$ cat config.mk
export PLATFORM = sky130hd
export DESIGN_NAME = branch_predictor
export DESIGN_NICKNAME = d
export VERILOG_FILES = /design/src/rtl/bp_pkg.sv /design/src/rtl/sat_counter2.sv /design/src/rtl/branch_predictor.sv
export SDC_FILE = /design/constraint.sdc
export NUM_CORES = 2
export LEC_CHECK = 0
export ABC_AREA = 1
export CAP_MARGIN = 20
export CORE_MARGIN = 8
export CORE_UTILIZATION = 40
export CTS_CLUSTER_DIAMETER = 30
export CTS_CLUSTER_SIZE = 25
export DETAILED_ROUTE_END_ITERATION = 8
export MAX_ROUTING_LAYER = met4
export PLACE_DENSITY = 0.61
export SYNTH_ARGS = -nofsm -noshare
export SYNTH_HDL_FRONTEND = slang
export SYNTH_SLANG_ARGS = --single-unit
$ cat constraint.sdc
create_clock -name clk_in -period 10 [get_ports clk_in]
set_input_delay 3 -clock clk_in [delete_from_list [all_inputs] [get_ports clk_in]]
set_output_delay 3 -clock clk_in [all_outputs]
set_load 0.02 [all_outputs]
$ cat src/rtl/bp_pkg.sv
// Shared types for the branch predictor: 2-bit direction counter encoding
// and the counter values used at reset and on allocation.
package bp_pkg;

  typedef enum logic [1:0] {
    SNT = 2'b00,
    WNT = 2'b01,
    WT  = 2'b10,
    ST  = 2'b11
  } ctr_t;

  localparam ctr_t CTR_RESET = WNT;
  localparam ctr_t CTR_ALLOC = WT;

  // Upper half of the counter range predicts taken.
  function automatic logic predict_taken(input ctr_t c);
    return (c == WT) || (c == ST);
  endfunction

endpackage

$ cat src/rtl/sat_counter2.sv
// Combinational next-state logic for a 2-bit saturating direction counter.
module sat_counter2
  import bp_pkg::*;
(
  input  ctr_t ctr_in,
  input  logic taken_in,
  output ctr_t ctr_out
);

  always_comb begin
    ctr_out = ctr_in;
    case (ctr_in)
      SNT: ctr_out = taken_in ? WNT : SNT;
      WNT: ctr_out = taken_in ? WT  : SNT;
      WT:  ctr_out = taken_in ? ST  : WNT;
      ST:  ctr_out = taken_in ? ST  : WT;
    endcase
  end

endmodule

$ cat src/rtl/branch_predictor.sv
// Direct-mapped BTB with 2-bit counters: zero-latency lookup on the fetch PC,
// one resolved-branch update per cycle from execute.
module branch_predictor
  import bp_pkg::*;
#(
  parameter  int WIDTH    = 32,
  parameter  int ENTRIES  = 16,
  localparam int IDX_BITS = $clog2(ENTRIES)
) (
  input  logic             clk_in,
  input  logic             rst_in,
  input  logic [WIDTH-1:0] pc_fetch_in,
  output logic             prediction_out,
  output logic [WIDTH-1:0] pc_prediction_out,
  output logic             btb_hit_out,
  input  logic             upd_valid_in,
  input  logic [WIDTH-1:0] upd_pc_in,
  input  logic             upd_taken_in,
  input  logic [WIDTH-1:0] upd_target_in
);

  localparam int TAG_BITS = WIDTH - IDX_BITS - 2;

  typedef struct packed {
    logic                valid;
    logic [TAG_BITS-1:0] tag;
    logic [WIDTH-1:0]    target;
    ctr_t                ctr;
  } entry_t;

  localparam entry_t ENTRY_RESET = '{valid: 1'b0, tag: '0, target: '0, ctr: CTR_RESET};

  entry_t table_reg [ENTRIES];

  // Low two PC bits carry no information for word-aligned fetch.
  logic unused_pc_bits;
  assign unused_pc_bits = ^{pc_fetch_in[1:0], upd_pc_in[1:0]};

  // Lookup path
  logic [IDX_BITS-1:0] fetch_idx;
  logic [TAG_BITS-1:0] fetch_tag;
  entry_t              fetch_entry;

  assign fetch_idx   = pc_fetch_in[IDX_BITS+1:2];
  assign fetch_tag   = pc_fetch_in[WIDTH-1:IDX_BITS+2];
  assign fetch_entry = table_reg[fetch_idx];

  assign btb_hit_out       = fetch_entry.valid && (fetch_entry.tag == fetch_tag);
  assign prediction_out    = btb_hit_out && predict_taken(fetch_entry.ctr);
  assign pc_prediction_out = btb_hit_out ? fetch_entry.target : '0;

  // Update path
  logic [IDX_BITS-1:0] upd_idx;
  logic [TAG_BITS-1:0] upd_tag;
  entry_t              upd_cur;
  logic                upd_hit;
  ctr_t                ctr_next;
  entry_t              entry_next;
  logic                upd_write;

  assign upd_idx = upd_pc_in[IDX_BITS+1:2];
  assign upd_tag = upd_pc_in[WIDTH-1:IDX_BITS+2];
  assign upd_cur = table_reg[upd_idx];
  assign upd_hit = upd_cur.valid && (upd_cur.tag == upd_tag);

  sat_counter2 u_sat_counter2 (
    .ctr_in   (upd_cur.ctr),
    .taken_in (upd_taken_in),
    .ctr_out  (ctr_next)
  );

  // A not-taken miss never allocates; a taken miss evicts whatever is there.
  always_comb begin
    upd_write  = 1'b0;
    entry_next = upd_cur;
    if (upd_valid_in) begin
      if (upd_hit) begin
        upd_write      = 1'b1;
        entry_next.ctr = ctr_next;
        if (upd_taken_in) begin
          entry_next.target = upd_target_in;
        end
      end else if (upd_taken_in) begin
        upd_write  = 1'b1;
        entry_next = '{valid: 1'b1, tag: upd_tag, target: upd_target_in, ctr: CTR_ALLOC};
      end
    end
  end

  // Writes land at the clock edge, so a same-cycle lookup sees the old entry.
  for (genvar gi = 0; gi < ENTRIES; gi++) begin : g_entry
    always_ff @(posedge clk_in or negedge rst_in) begin
      if (!rst_in) begin
        table_reg[gi] <= ENTRY_RESET;
      end else if (upd_write && (upd_idx == IDX_BITS'(gi))) begin
        table_reg[gi] <= entry_next;
      end
    end
  end

endmodule

Yosys cells after proc, flatten, opt, wreduce, memory -nomap -nowiden
Cells that the tools add are included.

Register bits after elaboration: 976. Output and inout port bits: 34.

Bitwise logic cells: 2. Magnitude comparators: 2. Mux-type cells: 20. Eq/ne operators: 22. Reductions and logical operators: 22.

Operator list (count): binary-select mux 61 bit (select 4 bit) (2); 2-to-1 mux 61 bit (6); 2-to-1 mux 32 bit (2); == test 26 bit (2); 2-to-1 mux 34 bit (1); == test 4 bit (second input constant) (8); 2-to-1 mux 27 bit (1); logical AND 1 bit (19); == test 4 x 3 -> 1 bit (second input constant) (4); >= comparator 5 bit (second input constant) (2); inverter 4 -> 5 bit (2); == test 2 bit (second input constant) (4); == test 4 x 2 -> 1 bit (second input constant) (2); one-hot mux 2 bit (4 select lines) (1); 2-to-1 mux 1 bit (5); == test 4 x 1 -> 1 bit (second input constant) (1); logical NOT 4 bit (1); 2-to-1 mux 2 bit (2); == test 2 x 1 -> 1 bit (second input constant) (1); logical NOT 2 bit (1); logical OR 1 bit (1).

Logic depth before layout (Yosys ltp)
Word-level depth: 9. Mapped depth: 25. Mapped depth without buffers: 21.

Hierarchy
A second synthesis with hierarchy kept.

Cell total of the unflattened synthesis: 7558. Area total of the unflattened synthesis: 53949.2 µm².

By module, submodules not included: branch_predictor (cells an instance 7553, times used 1, area each 53928.0 µm²); sat_counter2 (cells an instance 5, times used 1, area each 21.3 µm²).

Worst setup path before layout
No wires, ideal clock.

Path type: input port to output port. Start: in pc_fetch_in[2]. End: out pc_prediction_out[17]. Data required time: 7.000 ns. Cell stages on the path: 10. Setup slack: 1.638 ns. Buffers on the path: 5. Arrival: 5.362 ns. Path through: inv_1 -> clkbuf_1 -> buf_2 -> clkbuf_1 -> clkbuf_1 -> clkbuf_1 -> nand2_1 -> a221oi_1 -> o32ai_1 -> nor3_1.

Cells in the longest elaborated chain, start to end: 7.

RTL lines: from (decl) (RTL line branch_predictor.sv:12) `input logic [WIDTH-1:0] pc_fetch_in,`; inverter 4 -> 5 bit (implied by the code) (*) (RTL line branch_predictor.sv:46) `assign fetch_entry = table_reg[fetch_idx];`; binary-select mux 61 bit (select 4 bit) (*) (RTL line branch_predictor.sv:46); 2-to-1 mux 61 bit (implied by the code) (*) (2 in series) (RTL line branch_predictor.sv:46); == test 26 bit (RTL line branch_predictor.sv:48) `assign btb_hit_out = fetch_entry.valid && (fetch_entry.tag == fetch_tag);`; logical AND 1 bit (RTL line branch_predictor.sv:48); 2-to-1 mux 32 bit (*) (RTL line branch_predictor.sv:50) `assign pc_prediction_out = btb_hit_out ? fetch_entry.target : '0;`; to (decl) (RTL line branch_predictor.sv:14) `output logic [WIDTH-1:0] pc_prediction_out,`.

Every way passes the cells marked *; elsewhere a longest branch is shown, timed or not. The select of a mux whose other input is x is not followed.

Final worst setup path
Start: in pc_fetch_in[2]. End: out pc_prediction_out[5].

Same word-level chain as after synthesis.

==> results by group <==
Flow run
  • Total of max-cap violations: 0

Clock network
  • Post-CTS Hold Buffers: 0
  • TritonCTS buffer count: 236
  • CTS H-tree lvls: 4
  • Setup Buffers After CTS: 0
  • Sink Count: 976
  • Clock latency at the later pin of the worst-skew pair: 860 ps
  • Root buffer cell: clkbuf_16
  • Deepest clock path buffer count: 3
  • Clock transition at path regs: 40 ps
  • CTS resizes: 0
  • CTS tree: yes

Setup path
  • Worst reg2reg setup slack: 4940 ps
  • Reg2reg start: table_reg[173]
  • Crit path launch type: input pin
  • CP endpoint kind: output pin
  • CP Class: input pin to output pin
  • Worst-path fanout max: 68
  • Worst-case reg-to-reg path depth: 17
  • Worst Path Required: 7000 ps
  • Crit path DAT: 6670 ps
  • Reg2reg end: table_reg[848]

Synthesis
  • Post-Synthesis Cells: 7630
  • Mean Syn Cell Area: 7.114 um2
  • Most frequent cell after synthesis: nand2_1
  • Syn nets: 7730
  • Synth warn: 0
  • Post-synth ARST share: 100.0%
  • Top cells by area, synth: dfrtp_1, nand2_1, o21ai_0
  • Ys flop type: dfrtp_1
  • Post-synthesis sequential area ratio: 45.03%
  • Post-synth top area share: 44.26%
  • Synth Cell Area: 54280 um2
  • Yosys reg bits: 976
  • Commonest cells post-synth: nand2_1, dfrtp_1, o21ai_0, clkbuf_1, a21oi_1
  • Number of synthesized flops with an enable pin: 0
  • Synth area leader: dfrtp_1
  • Netlist cell types: 44

Route
  • DRC viols: 0
  • DR WL/cell: 22.99 um
  • Initial DRC Count: 7403
  • Remaining antenna violation count: 0
  • Via/cell ratio: 5.847
  • DR vias: 55710
  • Total routed wirelength: 219000 um
  • Pre-antenna DRT Iters: 8

STA
  • Setup TNS: 0 ps
  • Hold Vio Cnt, Final: 0
  • Hold_ws: 463.7 ps
  • Worst Tran Pin Value: 1255 ps
  • Relative max-transition margin: 16.34%
  • Fin crit share: 96.74%
  • Fmax: 103.4 MHz
  • Unrepaired setup endpoints after global routing: false
  • Tmin final: 9674 ps
  • Pins Over Slew Limit: 0
  • Worst clock skew: 90.57 ps
  • Final Worst Setup Slack: 326.0 ps
  • Final setup vio count: 0

Die
  • DIE AREA: 147700 um2
  • Die X-Extent: 384.4 um
  • Initial core utilization: 40.17%
  • Chip Height: 384.4 um
  • Core ar.: 135100 um2
  • I/O pin count: 134
  • Rows: 135

Finish
  • Fillers: 13170
  • Area growth syn-to-layout: 19.21%
  • Largest register FFs: 976
  • Nets@finish: 7638
  • Layout cells sized above 1: 8.755%
  • Post-route insts no fill: 9527

Place
  • Pre-CTS setup slack: 498.2 ps
  • Placed Cells: 9068
  • Final Wtd Congestion: 0.9267
  • Port Buf Inserts: 129
  • Final HPWL DP: 116200 um

Global route
  • Number of global-route vias before repair: 52750
  • First-pass GRT wire length: 329400 um
  • Gr ovfl total: 0
  • All-Layer GR Usage: 29.67%
  • Initial antenna violation count: 1
  • Largest net degree at the start of global routing: 187

Min path
  • Hold path start: table_reg[182]
  • Hold worst-path end: table_reg[182]
  • Worst Hold Class: flop to flop
  • WHS Path Cells: 2

Power
  • Final Power: 14880 uW
  • Pwr/cell area: 229.9 nW/um2
  • LEAKAGE: 0.03074 uW
  • Maximum VDD drop: 0.1822 mV

Run status
  • Status: finished, final reports clean
==> routing by layer <==
layer  routed length, um  part of all wire [%]  track usage [%]
met2               94860                    43            43.80
met3               24370                    11            6.503
met1               88910                    41            38.85
met4               10850                   5.0            13.95
met5                   0                     0                -
==> kinds of logic (layout without fill, tap and decap cells) <==
family                    after synthesis  after routing  synth area share, %
AOI/OAI and AO/OA                    1868           1868                19.34
other                                   0              2                    0
buffers and inverters                 855            969                7.319
xor gates and xnor gates                7              7               0.1129
DFF                                   976            976                45.03
and+or+nand+nor                      3924           3924                28.20
==> stage by stage <==
stage               instance area [um2]  util, %
detailed placement                56260    41.63
floorplan                         54280        -
global route                      64710    47.89
finish                            64710    47.89
CTS                               64590    47.80
global placement                  56160    41.56
==> critical path, cell delays in order <==
cell and delay (ps):
buf_8 170, inv_8 440, buf_12 270, buf_12 210
nor2_1 60, nor2_1 70, o21ai_0 90, o211ai_1 110
o211ai_1 140, nand2_1 160, inv_1 70, nand2_1 50
o21ai_0 80, inv_1 60, nand4_1 70, nor2_1 140
nand2_2 50, buf_4 250, nor3_1 290, clkdlybuf4s50_1 680
==> cell usage in the layout, fill, tap and decap left out, types with 59 or more instances in the layout <==
cell type / Yosys / layout
a21oi_1: 310 / 310
inv_1: 204 / 201
o22ai_1: 264 / 264
buf_4: 51 / 150
o21ai_0: 916 / 916
clkbuf_16: 0 / 236
a221oi_1: 59 / 59
clkdlybuf4s50_1: 0 / 115
o21ai_1: 133 / 133
nand2_1: 3341 / 3338
dfrtp_1: 960 / 960
nor2_1: 260 / 257
o211ai_1: 62 / 62
nand3_1: 223 / 216
==> area by class of cell <==
class                           count  area [um2]  area share [%]
Tap cell                         1781        2228           3.444
Multi-Input combinational cell   5799       25990           40.17
Clock buffer                      299        6502           10.05
Antenna cell                        2       5.005        0.007734
Timing Repair Buffer              296        2815           4.350
Clock inverter                    145        1826           2.821
Inverter                          229       897.1           1.386
Sequential cell                   976       24440           37.77
==> how the worst max path moves through the flow <==
stage                    from                    end  slack [ps]  cells after the start
6_report       pc_fetch_in[2]   pc_prediction_out[5]         330                     20
5_1_grt        pc_fetch_in[2]   pc_prediction_out[5]         170                     20
4_1_cts        pc_fetch_in[2]   pc_prediction_out[5]         470                     19
3_5_place_dp   pc_fetch_in[2]   pc_prediction_out[5]         500                     20
3_3_place_gp   pc_fetch_in[2]  pc_prediction_out[12]         530                     19
2_1_floorplan  pc_fetch_in[2]  pc_prediction_out[17]        1640                     10
==> power breakdown <==
group,total (uW),switching [uW],internal (uW)
Combinational,1950,1270,686
Clock,7900,2590,5310
Sequential,5020,466,4560
Total,14900,4320,10600
(Power assumes the default switching activity.)
